===== src/rtl/mpu_rx_decoder.sv =====
// Responder side of an 8080-style MPU write bus: decodes the NT35510 command stream and emits pixel strobes.
// Optional macro MPU_RX_FRAME_CNT_EN enables the completed-frame counter on o_frame_cnt.
module mpu_rx_decoder #(
    parameter int HRES_WIDTH  = 9,
    parameter int VRES_WIDTH  = 10,
    parameter int DATA_WIDTH  = 24,
    parameter int H_MAX       = 479,
    parameter int V_MAX       = 799,
    parameter int SYNC_STAGES = 2
) (
    input  logic                  i_sysclk,
    input  logic                  i_arstn,
    input  logic                  i_csx,
    input  logic                  i_dcx,
    input  logic                  i_wrx,
    input  logic                  i_rdx,
    input  logic [DATA_WIDTH-1:0] i_d,
    output logic                  o_pix_valid,
    output logic [HRES_WIDTH-1:0] o_pix_x,
    output logic [VRES_WIDTH-1:0] o_pix_y,
    output logic [DATA_WIDTH-1:0] o_pix_rgb,
    output logic                  o_cmd_valid,
    output logic [7:0]            o_cmd,
    output logic                  o_prm_valid,
    output logic [7:0]            o_prm,
    output logic                  o_disp_on,
    output logic                  o_sleep,
    output logic                  o_rd_err,
    output logic [15:0]           o_frame_cnt
);

    localparam int LAST = SYNC_STAGES - 1;

    typedef enum logic [2:0] {S_IDLE, S_CASET, S_RASET, S_RAMWR, S_PARAM} state_t;

    state_t state_q, state_d;

    logic [SYNC_STAGES-1:0] csxSync_q, dcxSync_q, wrxSync_q, rdxSync_q;
    logic [DATA_WIDTH-1:0]  dSync_q [SYNC_STAGES];
    logic                   wrxPrev_q;

    logic [1:0]            byteCnt_q, byteCnt_d;
    logic [7:0]            startHi_q, startHi_d, startLo_q, startLo_d, endHi_q, endHi_d;
    logic [HRES_WIDTH-1:0] xs_q, xs_d, xe_q, xe_d, x_q, x_d;
    logic [VRES_WIDTH-1:0] ys_q, ys_d, ye_q, ye_d, y_q, y_d;
    logic                  pixValid_q, pixValid_d;
    logic [HRES_WIDTH-1:0] pixX_q, pixX_d;
    logic [VRES_WIDTH-1:0] pixY_q, pixY_d;
    logic [DATA_WIDTH-1:0] pixRgb_q, pixRgb_d;
    logic                  cmdValid_q, cmdValid_d, prmValid_q, prmValid_d;
    logic [7:0]            cmd_q, cmd_d, prm_q, prm_d;
    logic                  dispOn_q, dispOn_d, sleep_q, sleep_d, rdErr_q, rdErr_d;
`ifdef MPU_RX_FRAME_CNT_EN
    logic [15:0]           frameCnt_q, frameCnt_d;
`endif

    logic                  writeEvt, cmdEvt, dataEvt;
    logic [DATA_WIDTH-1:0] busD;
    logic [7:0]            cmdCode, prmByte;

    // Synchronisers reset to idle bus levels so releasing reset never fakes a WRX edge.
    always_ff @(posedge i_sysclk or negedge i_arstn) begin
        if (!i_arstn) begin
            csxSync_q <= '1;
            dcxSync_q <= '1;
            wrxSync_q <= '1;
            rdxSync_q <= '1;
            for (int i = 0; i < SYNC_STAGES; i++) dSync_q[i] <= '0;
            wrxPrev_q <= 1'b1;
        end else begin
            csxSync_q <= {csxSync_q[SYNC_STAGES-2:0], i_csx};
            dcxSync_q <= {dcxSync_q[SYNC_STAGES-2:0], i_dcx};
            wrxSync_q <= {wrxSync_q[SYNC_STAGES-2:0], i_wrx};
            rdxSync_q <= {rdxSync_q[SYNC_STAGES-2:0], i_rdx};
            dSync_q[0] <= i_d;
            for (int i = 1; i < SYNC_STAGES; i++) dSync_q[i] <= dSync_q[i-1];
            wrxPrev_q <= wrxSync_q[LAST];
        end
    end

    assign writeEvt = wrxSync_q[LAST] & ~wrxPrev_q & ~csxSync_q[LAST];
    assign cmdEvt   = writeEvt & ~dcxSync_q[LAST];
    assign dataEvt  = writeEvt & dcxSync_q[LAST];
    assign busD     = dSync_q[LAST];
    assign cmdCode  = busD[15:8];
    assign prmByte  = busD[7:0];

    always_ff @(posedge i_sysclk or negedge i_arstn) begin
        if (!i_arstn) state_q <= S_IDLE;
        else          state_q <= state_d;
    end

    // Commands pre-empt whatever sequence is in flight; address sets fall back to idle after the 4th byte.
    always_comb begin
        state_d = state_q;
        if (cmdEvt) begin
            case (cmdCode)
                8'h2A:                      state_d = S_CASET;
                8'h2B:                      state_d = S_RASET;
                8'h2C, 8'h3C:               state_d = S_RAMWR;
                8'h10, 8'h11, 8'h28, 8'h29: state_d = S_IDLE;
                default:                    state_d = S_PARAM;
            endcase
        end else if (dataEvt && (state_q == S_CASET || state_q == S_RASET) && byteCnt_q == 2'd3) begin
            state_d = S_IDLE;
        end
    end

    always_comb begin
        byteCnt_d  = byteCnt_q;
        startHi_d  = startHi_q;
        startLo_d  = startLo_q;
        endHi_d    = endHi_q;
        xs_d       = xs_q;
        xe_d       = xe_q;
        ys_d       = ys_q;
        ye_d       = ye_q;
        x_d        = x_q;
        y_d        = y_q;
        pixValid_d = 1'b0;
        pixX_d     = pixX_q;
        pixY_d     = pixY_q;
        pixRgb_d   = pixRgb_q;
        cmdValid_d = 1'b0;
        cmd_d      = cmd_q;
        prmValid_d = 1'b0;
        prm_d      = prm_q;
        dispOn_d   = dispOn_q;
        sleep_d    = sleep_q;
        rdErr_d    = rdErr_q | (~rdxSync_q[LAST] & ~csxSync_q[LAST]);
`ifdef MPU_RX_FRAME_CNT_EN
        frameCnt_d = frameCnt_q;
`endif

        if (cmdEvt) begin
            cmdValid_d = 1'b1;
            cmd_d      = cmdCode;
            byteCnt_d  = 2'd0;
            case (cmdCode)
                8'h2C: begin
                    x_d = xs_q;
                    y_d = ys_q;
                end
                8'h10:   sleep_d  = 1'b1;
                8'h11:   sleep_d  = 1'b0;
                8'h28:   dispOn_d = 1'b0;
                8'h29:   dispOn_d = 1'b1;
                default: ;
            endcase
        end else if (dataEvt && state_q == S_RAMWR) begin
            pixValid_d = 1'b1;
            pixX_d     = x_q;
            pixY_d     = y_q;
            pixRgb_d   = busD;
            // Row wrap goes back to XS; with XS > XE this fires on every pixel.
            if (x_q >= xe_q) begin
                x_d = xs_q;
                if (y_q >= ye_q) begin
                    y_d = ys_q;
`ifdef MPU_RX_FRAME_CNT_EN
                    frameCnt_d = frameCnt_q + 16'd1;
`endif
                end else begin
                    y_d = y_q + 1'b1;
                end
            end else begin
                x_d = x_q + 1'b1;
            end
        end else if (dataEvt) begin
            prmValid_d = 1'b1;
            prm_d      = prmByte;
            if (state_q == S_CASET || state_q == S_RASET) begin
                byteCnt_d = byteCnt_q + 2'd1;
                case (byteCnt_q)
                    2'd0: startHi_d = prmByte;
                    2'd1: startLo_d = prmByte;
                    2'd2: endHi_d   = prmByte;
                    default: begin
                        if (state_q == S_CASET) begin
                            xs_d = HRES_WIDTH'({startHi_q, startLo_q});
                            xe_d = HRES_WIDTH'({endHi_q, prmByte});
                        end else begin
                            ys_d = VRES_WIDTH'({startHi_q, startLo_q});
                            ye_d = VRES_WIDTH'({endHi_q, prmByte});
                        end
                    end
                endcase
            end
        end
    end

    always_ff @(posedge i_sysclk or negedge i_arstn) begin
        if (!i_arstn) begin
            byteCnt_q  <= '0;
            startHi_q  <= '0;
            startLo_q  <= '0;
            endHi_q    <= '0;
            xs_q       <= '0;
            xe_q       <= HRES_WIDTH'(H_MAX);
            ys_q       <= '0;
            ye_q       <= VRES_WIDTH'(V_MAX);
            x_q        <= '0;
            y_q        <= '0;
            pixValid_q <= 1'b0;
            pixX_q     <= '0;
            pixY_q     <= '0;
            pixRgb_q   <= '0;
            cmdValid_q <= 1'b0;
            cmd_q      <= '0;
            prmValid_q <= 1'b0;
            prm_q      <= '0;
            dispOn_q   <= 1'b0;
            sleep_q    <= 1'b1;
            rdErr_q    <= 1'b0;
`ifdef MPU_RX_FRAME_CNT_EN
            frameCnt_q <= '0;
`endif
        end else begin
            byteCnt_q  <= byteCnt_d;
            startHi_q  <= startHi_d;
            startLo_q  <= startLo_d;
            endHi_q    <= endHi_d;
            xs_q       <= xs_d;
            xe_q       <= xe_d;
            ys_q       <= ys_d;
            ye_q       <= ye_d;
            x_q        <= x_d;
            y_q        <= y_d;
            pixValid_q <= pixValid_d;
            pixX_q     <= pixX_d;
            pixY_q     <= pixY_d;
            pixRgb_q   <= pixRgb_d;
            cmdValid_q <= cmdValid_d;
            cmd_q      <= cmd_d;
            prmValid_q <= prmValid_d;
            prm_q      <= prm_d;
            dispOn_q   <= dispOn_d;
            sleep_q    <= sleep_d;
            rdErr_q    <= rdErr_d;
`ifdef MPU_RX_FRAME_CNT_EN
            frameCnt_q <= frameCnt_d;
`endif
        end
    end

    assign o_pix_valid = pixValid_q;
    assign o_pix_x     = pixX_q;
    assign o_pix_y     = pixY_q;
    assign o_pix_rgb   = pixRgb_q;
    assign o_cmd_valid = cmdValid_q;
    assign o_cmd       = cmd_q;
    assign o_prm_valid = prmValid_q;
    assign o_prm       = prm_q;
    assign o_disp_on   = dispOn_q;
    assign o_sleep     = sleep_q;
    assign o_rd_err    = rdErr_q;
`ifdef MPU_RX_FRAME_CNT_EN
    assign o_frame_cnt = frameCnt_q;
`else
    assign o_frame_cnt = 16'd0;
`endif

endmodule


===== config.mk =====
export PLATFORM = sky130hd
export DESIGN_NAME = mpu_rx_decoder
export DESIGN_NICKNAME = d
export VERILOG_FILES = /design/src/rtl/mpu_rx_decoder.sv
export SDC_FILE = /design/constraint.sdc
export NUM_CORES = 1
export LEC_CHECK = 0
export BUFFER_PORTS_ARGS = -buffer_cell sky130_fd_sc_hd__buf_2
export CAP_MARGIN = 15
export CORE_MARGIN = 2
export CORE_UTILIZATION = 30
export DETAILED_ROUTE_END_ITERATION = 8
export PLACE_DENSITY = 0.58
export SLEW_MARGIN = 0
export SYNTH_ARGS = -nofsm -noshare
export SYNTH_HDL_FRONTEND = slang
export SYNTH_SLANG_ARGS = --single-unit

===== constraint.sdc =====
create_clock -name i_sysclk -period 2.6 [get_ports i_sysclk]
set_input_delay 0.52 -clock i_sysclk [delete_from_list [all_inputs] [get_ports i_sysclk]]
set_output_delay 0.52 -clock i_sysclk [all_outputs]
set_load 0.02 [all_outputs]

# Yosys cells after proc, flatten, opt, wreduce, memory -nomap -nowiden
# Index checks and enable logic that the tools add are counted.
# W data, S select, Z words.
[word_totals]
register_bits = 196
output_inout_bits = 81
[op_classes]
add_sub_neg = 3
magnitude_cmp = 2
n_eq_ne = 16
n_mux = 24
bitwise = 14
reduce_logical = 27
[ops]
columns = ["op", "count"]
rows = [
  ["$mux W10", 5],
  ["$eq A8 B6 Y1 const B", 6],
  ["$mux W9", 4],
  ["$eq A8 B5 Y1 const B", 2],
  ["$reduce_and A5 Y1", 3],
  ["$reduce_bool A2 Y1", 7],
  ["$pmux W3 S4", 1],
  ["$reduce_and A6 Y1", 2],
  ["$add A10 B1 Y10 const B", 1],
  ["$ge A10 B10 Y1", 1],
  ["$add A9 B1 Y9 const B", 1],
  ["$ge A9 B9 Y1", 1],
  ["$reduce_and A3 Y1", 3],
  ["$mux W2", 4],
  ["$not A1 Y1", 8],
  ["$reduce_and A2 Y1", 4],
  ["$eq A3 B2 Y1 const B", 2],
  ["$mux W1", 6],
  ["$mux W3", 2],
  ["$and A1 B1 Y1", 5],
  ["$eq A2 B2 Y1 const B", 2],
  ["$pmux W1 S2", 2],
  ["$reduce_or A4 Y1", 1],
  ["$eq A3 B1 Y1 const B", 1],
  ["10 further kinds", 12],
]

# Logic depth before layout (Yosys ltp)
# Gate-level depths: netlist (run 1).
[depth]
ltp_word = 8
ltp_mapped = 9

# Worst setup path before layout (run 1)
# OpenSTA, ideal clock, no wires.
[synth_path]
kind = "reg-to-reg"
from = "reg xe_q[8]"
to = "reg x_q[3]"
setup_ps = 129
arrival_ps = 2107
required_ps = 2471
slack_ps = 364
stages_incl_launch_ff = 10
period_less_slack_ps = 2236
cell_sequence = "dfstp_2 > inv_1 > ha_1 > nand4_1 > a2111oi_0 > nor3_1 > nand2_1 > buf_2 > mux2i_1 > a22oi_1"
[synth_between]
elab_chain_len = 4
[synth_rtl]
columns = ["element", "line", "text"]
rows = [
  ["from (decl)", "44", "logic [HRES_WIDTH-1:0] xs_q, xs_d, xe_q, xe_d, x_q, x_d;"],
  ["from (signal assigned)", "199", "xe_q <= HRES_WIDTH'(H_MAX);"],
  ["$ge A9 B9 Y1", "156", "if (x_q >= xe_q) begin"],
  ["$mux W9", "156", ""],
  ["$mux W9", "150", "end else if (dataEvt && state_q == S_RAMWR) begin"],
  ["$mux W9", "135", "if (cmdEvt) begin"],
  ["to (signal assigned)", "202", "x_q <= '0;"],
  ["to (signal assigned)", "227", "x_q <= x_d;"],
  ["to (decl)", "44", ""],
]
# No other way between the ends. The select of a mux whose other input is x is not followed.
# A chain may end at the register's enable or synchronous reset.

# Final worst setup path (run 1)
[layout_path]
from = "reg xe_q[8]"
to = "reg x_q[7]"
# Same word-level chain as after synthesis.

==> flow_summary.ini, run 1 <==
[status]
status = finished clean

[routing]
vias = 4743
via_per_inst = 4.47
wl_per_cell_um = 15.2
drt_iter0_drc = 204
drt-total-wl_um = 16100
drt-pass1-iter-count = 5
ant_nets = 0
drc = 0

[clock_tree]
clk_latency_ps = 440
root_buffer = clkbuf_16
cts_buffer_depth = 2
cts.sinks = 196
cts_inserted_buffers = 17
cts_tree = built
cts_setup_buffers = 0
clk_pin_slew_ps = 70
cts.repair.resized = 0
htreeDepth = 4
ctsHoldBuffers = 0

[logic_synthesis]
postSynthCellCount = 599
postSynthAreaPerCell_um2 = 13.1
synth.distinct_cells = 50
yosys_register_bits = 196
seq_area_frac_synth = 0.627
yosys.area.top_type = dfrtp_1
ys_warn_count = 0
syn_area_mm2 = 0.00788
synth_edf_count = 0
synth.top_cell.area_share = 0.543
synth.area.top_cells = dfrtp_1 (54%), mux2_2 (14%), dfstp_2 (8.3%), ha_1 (4.0%), nand2_1 (3.6%)
async_flop_share = 1.00
synth_top_flop_cell = dfrtp_1

[critical_path]
r2r-start = xe_q[8]
worstSetupStartpointType = flop
crit_type = flop to flop
cp_data_arrival_time_ps = 2780
regToRegEndpoint = x_q[7]
cp_max_fo = 14
ff2ff_path_depth = 9
slowest_delay_ps = 530
cp_cell_sequence = inv_1 > ha_1 > nand4_1 > a2111oi_0 > nor3_2 > nand2_1 > buf_4 > mux2i_1 > a22oi_1
rrSetupSlack_ps = 100
endpoint_kind = flop
crit_slowest_cell = dfstp_2
required_ps = 2880

[layout]
fin_area_mm2 = 0.00941
diodes = 0
layout_commonest_cell = dfrtp_1
area_delta_synth_final_pct = 19.4
nFillCells = 2508
fin_util = 0.363
final_nets = 767
register_area_mm2 = 0.00494
mostFrequentLayoutCells = dfrtp_1 (171), mux2_2 (96), buf_2 (93)
multi_input_area_mm2 = 0.00269
drive_gt1_frac = 0.375
finalNonFillerCells = 1060

[timing]
rsz0062_at_grt = no
hold_ws_ps = 49.5
hold_viol = 0
finClkSkew_ps = 13.5
finalCritPeriodShare = 0.961
tightest_slew_ps = 528
fmax_mhz = 400
setup_tns_ps = 0
setup_viol = 0
slew_viol_final = 0
fin_crit_ps = 2500
setup_ws_ps = 101
slew-limit-headroom = 0.639

[place]
dpl.cell_count = 1028
routabilityCongestion = 0.782
place_area_mm2 = 0.00879
hpwl_um = 11500
place_ws_ps = 153
portBuffers = 94

[die]
die_area_mm2 = 0.0276
core_area_mm2 = 0.0259
die_w_um = 166
io_pins = 111
start_util = 0.304
die_h_um = 166
row_count = 59

[pwr]
total_power_mw = 6.29
switching_share = 0.256
pwr-share-comb = 0.060
clkPwrFrac = 0.426
vdd_ir_drop_max_uv = 453
powerDensity_mw_per_mm2 = 669
seq_power_share = 0.514
p_sw_mw = 1.61
p_leak_nw = 4.81
internal-power_mw = 4.68

[global_routing]
grt_usage = 0.120
grt_pass1_vias = 4704
antenna_found_initial = 0
overflow = 0
grt_pass1_wl_um = 26200
grt_max_degree = 74

[hold_path]
hold_path_class = input pin to asynchronous set/reset pin

[run]
timing.max_cap.violations = 0
==> state kept, by name, indices dropped and copies added (netlist names), 8 cells and up <==
signal     flops
busD          24
dSync_q       24
xe_q           9
y_q           10
o_pix_x        9
startLo_q      8
o_prm          8
o_pix_y       10
ys_q          10
o_pix_rgb     24
x_q            9
xs_q           9
o_cmd          8
ye_q          10
==> kinds of logic after synthesis <==
| kind of cell | count (synthesis) | synth area share |
|---|---|---|
| flops | 196 | 0.627 |
| simple gates | 137 | 0.0837 |
| mux | 114 | 0.160 |
| buf+inv | 65 | 0.0399 |
| compound gates | 60 | 0.0483 |
| fa+ha+maj | 25 | 0.0397 |
| other cells | 1 | 0.000476 |
| xor+xnor | 1 | 0.00111 |
==> area by class of cell <==
class / instances / share of cell area
clock buffer: 17 / 0.0452
tap: 335 / 0.0446
sequential: 196 / 0.525
inverter: 34 / 0.0136
multi-input combinational: 353 / 0.286
timing repair buffer: 110 / 0.0664
clock inverter: 15 / 0.0197
==> synthesized netlist by cell type (5+ instances only) <==
cell,number
dfrtp_1,171
mux2_2,96
nand2_1,76
inv_1,31
dfstp_2,25
ha_1,25
mux2i_1,18
o21ai_0,18
buf_4,16
a21oi_1,13
nand3_1,13
nor2_1,12
a22oi_1,8
buf_2,8
clkbuf_1,7
nand4_1,6
and3_1,5
nor3_1,5
==> layer usage <==
layer | vias to the layer above | routed length, um | track usage
li1 | 2279 | - | -
met1 | 2340 | 7820 | 0.170
met2 | 101 | 7300 | 0.180
met3 | 23 | 664 | 0.0272
met4 | 0 | 346 | 0.0461
met5 | - | 0 | 0
==> worst max path at each step <==
stage / from / to / slack (ps) / depth (start not counted)
2_1_floorplan: xe_q[8] / x_q[3] / 360 / 9
3_3_place_gp: xe_q[8] / x_q[3] / 270 / 9
3_5_place_dp: xe_q[8] / x_q[0] / 150 / 8
4_1_cts: xe_q[8] / x_q[0] / 160 / 8
5_1_grt: xe_q[8] / x_q[7] / 20 / 9
6_report: xe_q[8] / x_q[7] / 100 / 9
==> worst max-delay path: cells and delay by family, from the launching register on <==
family	cells	cell delay, ps
compound gates	2	620
fa+ha+maj	1	300
buf+inv	2	270
flops	1	530
mux	1	230
simple gates	3	400
==> power by group through the flow <==
stage               clock network [mW]  registers (mW)  logic (mW)
finish                            2.68            3.23       0.378
detailed placement                   0            3.30       0.387
global route                      2.88            3.25       0.427
CTS                               2.76            3.24       0.388
floorplan                            0            3.33       0.164
global placement                     0            3.29       0.383
(Power assumes the default switching activity.)
==> run 2, diff against run 1 <==
Settings changed: CORE_UTILIZATION 30 to 57, PLACE_DENSITY 0.58 to 0.9.
==> run 2 against run 1 <==
Flip-flop and latch count unchanged; global-route usage up 12 points; wire length is 1.3% higher; first-iteration DRC count rose by 41%; clock skew shrank 5.2 ps.
==> flow_summary.ini, run 2 (synthesized netlist as in run 1, its figures left out) <==
[die]
die_area_mm2 = 0.0148
row_count = 42
die_w_um = 122
io_pins = 111
start_util = 0.590
core_area_mm2 = 0.0133
die_h_um = 122

[critical_path]
ff2ff_path_depth = 9
crit_slowest_cell = dfstp_2
cp_max_fo = 13
r2r-start = xe_q[3]
cp_data_arrival_time_ps = 2710
worstSetupStartpointType = flop
crit_type = flop to flop
cp_cell_sequence = inv_1 > ha_1 > a31oi_1 > a2111oi_2 > nor3_2 > nand2_1 > buf_4 > mux2i_1 > a22oi_1
rrSetupSlack_ps = 180
endpoint_kind = flop
crit_start = xe_q[3]
slowest_delay_ps = 530
required_ps = 2890
regToRegEndpoint = x_q[7]

[layout]
layout_commonest_cell = dfrtp_1
area_delta_synth_final_pct = 16.8
drive_gt1_frac = 0.372
nFillCells = 887
mostFrequentLayoutCells = dfrtp_1 (171), mux2_2 (96), buf_2 (93)
final_nets = 762
fin_area_mm2 = 0.00920
diodes = 0

[clock_tree]
clk_pin_slew_ps = 70
cts_tree = built
cts_buffer_depth = 2
cts.sinks = 196
clk_latency_ps = 440
htreeDepth = 4
root_buffer = clkbuf_16
ctsHoldBuffers = 0
cts_inserted_buffers = 17

[place]
routabilityCongestion = 0.914
portBuffers = 94
hpwl_um = 11300
place_area_mm2 = 0.00855

[global_routing]
grt_max_degree = 74
antenna_found_initial = 0
use_met1 = 0.315
overflow = 0
grt_usage = 0.236
grt_pass1_vias = 5067
grtUsageMet2 = 0.383
grt_pass1_wl_um = 26400
grt.busiest_layer = met2
grt_use_met3 = 0.0609

[routing]
via_per_inst = 5.60
drt-pass1-iter-count = 4
drt-total-wl_um = 16300
wl_per_cell_um = 18.2
ant_nets = 0
vias = 5016
drt_iter0_drc = 288
drc = 0

[status]
status = finished clean

[pwr]
clkPwrFrac = 0.435
pwr-share-comb = 0.060
p_sw_mw = 1.53
total_power_mw = 6.43
p_leak_nw = 4.80
powerDensity_mw_per_mm2 = 698
switching_share = 0.239
vdd_ir_drop_max_uv = 584
seq_power_share = 0.505
internal-power_mw = 4.89

[timing]
setup_tns_ps = 0
tightest_slew_ps = 739
fin_crit_ps = 2420
slew-limit-headroom = 0.506
finalCritPeriodShare = 0.930
slew_viol_final = 0
setup_viol = 0
hold_viol = 0
finClkSkew_ps = 8.26
fmax_mhz = 413
rsz0062_at_grt = no

[hold_path]
hold_path_class = input pin to asynchronous set/reset pin

[run]
timing.max_cap.violations = 0
-- run 2: cell type report --
cell class              instances  area, um^2  share of cell area
repair buffers                105         587              0.0638
inverters                      34         128              0.0139
multi-input cells             353        2690               0.293
clock buffers                  19         453              0.0492
well taps                     176         220              0.0239
clock inverters                13         184              0.0200
flip-flops and latches        196        4940               0.536
-- run 2: what timing repair did --
item | in CTS | in global routing
buffers inserted | 0 | 0
endpoints found under the setup margin | 0 | 5
resized for setup | 0 | 3
-- run 2: worst max-delay path, delay by kind of cell, from the launching register on --
family,cells,cell delay (ps)
DFF,1,530
muxes,1,220
buffers and inverters,2,270
and+or+nand+nor,2,280
AOI/OAI and AO/OA,3,660
adders and majority gates,1,310
-- run 2: per-layer routing --
metal	vias to the layer above	wire length, um
met2	202	8140
met1	2521	6810
li1	2259	-
met3	34	1040
met4	0	352
met5	-	0
-- run 2: worst max-delay path by stage --
stage,cells after the start,end
CTS,9,x_q[6]
detailed placement,9,x_q[6]
global placement,9,x_q[2]
floorplan,9,x_q[3]
global route,9,x_q[7]
finish,9,x_q[7]
-- run 2: per-stage QoR --
| stage | setup slack, ps | util | hold WS, ps | instances |
|---|---|---|---|---|
| floorplan | 364 | - | 224 | 614 |
| global placement | 305 | 0.641 | 333 | 864 |
| global route | 35.3 | 0.689 | 110 | 896 |
| CTS | 94.7 | 0.689 | 90.8 | 896 |
| finish | 181 | 0.689 | 77.0 | 896 |
| detailed placement | 117 | 0.641 | 335 | 864 |
-- run 2: power by group through the flow --
stage          registers (mW)  clock network [mW]  logic [mW]
2_1_floorplan            3.33                   0       0.164
5_1_grt                  3.26                2.98       0.427
3_3_place_gp             3.29                   0       0.367
4_1_cts                  3.25                2.84       0.387
3_5_place_dp             3.30                   0       0.382
6_report                 3.25                2.80       0.384
==> run 3, diff against run 2 <==
Settings changed: CAP_MARGIN 15 to 30, CORE_UTILIZATION 57 to 51, PLACE_DENSITY 0.9 to 0.86.
Clock period 2.6 ns to 2.21 ns, I/O delays scaled along.
==> run 3 against run 2 <==
The run now ends with setup timing left; largest cell class unchanged; hold slack better by 25 ps; sequential share of layout area fell by 1.9 points; critical path depth unchanged; cell count grew 4.2%; clock-buffer cell count grew 3; global-route usage decreased by 3.3 points; via count is 0.28% lower; clock skew fell by 0.65 ps; cell area up 3.7%; first-iteration DRC count increased by 20%; register-to-register slack got worse by 290 ps; sequential power up 17%.
==> flow_summary.ini, run 3 (synthesized netlist as in run 1, its figures left out) <==
[clock_tree]
cts_buffer_depth = 2
cts_inserted_buffers = 17
htreeDepth = 4
clk_pin_slew_ps = 70
cts_tree = built
cts.sinks = 196
clk_latency_ps = 430
root_buffer = clkbuf_16

[layout]
area_delta_synth_final_pct = 21.2
drive_gt1_frac = 0.416
layout_commonest_cell = dfrtp_1
final_nets = 788
diodes = 0
mostFrequentLayoutCells = dfrtp_1 (171), mux2_2 (96), buf_2 (93)

[timing]
finalCritPeriodShare = 1.05
fmax_mhz = 432
fin_crit_ps = 2310
hold_viol = 0
hold_ws_ps = 102
slew_viol_final = 0
setup_ws_ps = -105
finClkSkew_ps = 7.61
setup_viol = 10
rsz0062_at_grt = yes

[die]
row_count = 45
start_util = 0.520
die_w_um = 128
die_area_mm2 = 0.0165
die_h_um = 128
core_area_mm2 = 0.0151
io_pins = 111

[critical_path]
cp_max_fo = 8
crit_type = flop to flop
worstSetupStartpointType = flop
endpoint_kind = flop
cp_data_arrival_time_ps = 2600
required_ps = 2500
rrSetupSlack_ps = -100

[place]
routabilityCongestion = 0.878
place_ws_ps = -283
portBuffers = 94
hpwl_um = 10900

[routing]
drt_iter0_drc = 345
wl_met2_um = 7770
vias = 5002
routed.top_layer = met4
drt-pass1-iter-count = 5
via_per_inst = 5.36
ant_nets = 0
drt-total-wl_um = 15900
wl_met3_um = 943
drc = 0
drt-met1-wl_um = 6780
wl_per_cell_um = 17.0

[pwr]
pwr-share-comb = 0.069
p_sw_mw = 1.75
switching_share = 0.243
p_leak_nw = 4.92
internal-power_mw = 5.44
powerDensity_mw_per_mm2 = 753
seq_power_share = 0.531
clkPwrFrac = 0.400
vdd_ir_drop_max_uv = 545

[global_routing]
antenna_found_initial = 0
grt_pass1_vias = 4931
grt_usage = 0.203
overflow = 0
grt_pass1_wl_um = 25600
grt_max_degree = 60

[status]
status = finished, violations left
violations = setup timing

[hold_path]
hold_path_class = input pin to flop

[run]
timing.max_cap.violations = 0
-- run 3: cell count changes in the layout (fill, tap and decap cells not counted), moves of 3 or more --
cell	change
ha_1	-7
buf_6	+3
ha_4	+7
inv_1	-3
a21oi_1	-3
a21oi_2	+3
clkbuf_1	+3
buf_12	+4
buf_4	+18
bufinv_16	-3
-- run 3: repair_timing --
item | 4_1_cts | 5_1_grt
gates resized for setup | 9 | 22
pin swaps | 3 | 11
setup buffers | 2 | 3
hold buffers | 1 | 0
endpoints found under the setup margin | 19 | 19
cloned | 0 | 0
hold endpoints to repair | 27 | 0
-- run 3: worst max-delay path: stages (launching register included) --
cell     delay [ps]
dfstp_2         540
inv_1            60
ha_4            270
nand4_1         200
nor3_1          330
nor3_2          120
nand2_2         170
buf_12          150
mux2i_1         210
a21oi_1         110
-- run 3: power by group through the flow --
stage,combinational [mW],clock (mW),sequential [mW]
floorplan,0.193,0,3.92
global placement,0.466,0,3.87
detailed placement,0.478,0,3.87
CTS,0.488,2.92,3.81
global route,0.552,3.11,3.83
finish,0.499,2.87,3.81
-- run 3: per-layer routing --
layer / GRT usage / vias to the layer above
li1: - / 2315
met5: 0 / -
met3: 0.0422 / 23
met1: 0.281 / 2506
met2: 0.317 / 158
met4: 0.0821 / 0
-- run 3: metrics by stage --
stage	area [um^2]	total power [mW]	instances	utilization	setup TNS, ps
after floorplan	7940	4.11	614	-	-34.0
after global placement	8780	4.34	897	0.580	-1430
after detailed placement	8780	4.35	897	0.580	-1990
after CTS	9400	7.22	931	0.621	0
after global routing	9550	7.48	934	0.630	-1880
final	9550	7.19	934	0.630	-590
-- run 3: area by class of cell --
cell class,instances,area (um^2)
multi-input cells,353,2850
inverters,34,130
repair buffers,131,846
fillers,1116,5600
well taps,188,235
clock inverters,10,88.8
flip-flops and latches,196,4940
clock buffers,22,464
-- run 3: path summary, 6_finish.rpt --
kind                       cells past startpoint         from            to
max in group asynchronous                      3      i_arstn       ye_q[4]
min                                            1        i_dcx  dcxSync_q[0]
max reg2reg                                    9      xe_q[6]        x_q[4]
min in group asynchronous                      2      i_arstn      busD[11]
max                                            9      xe_q[6]        x_q[4]
min reg2reg                                    0  dSync_q[24]       busD[0]
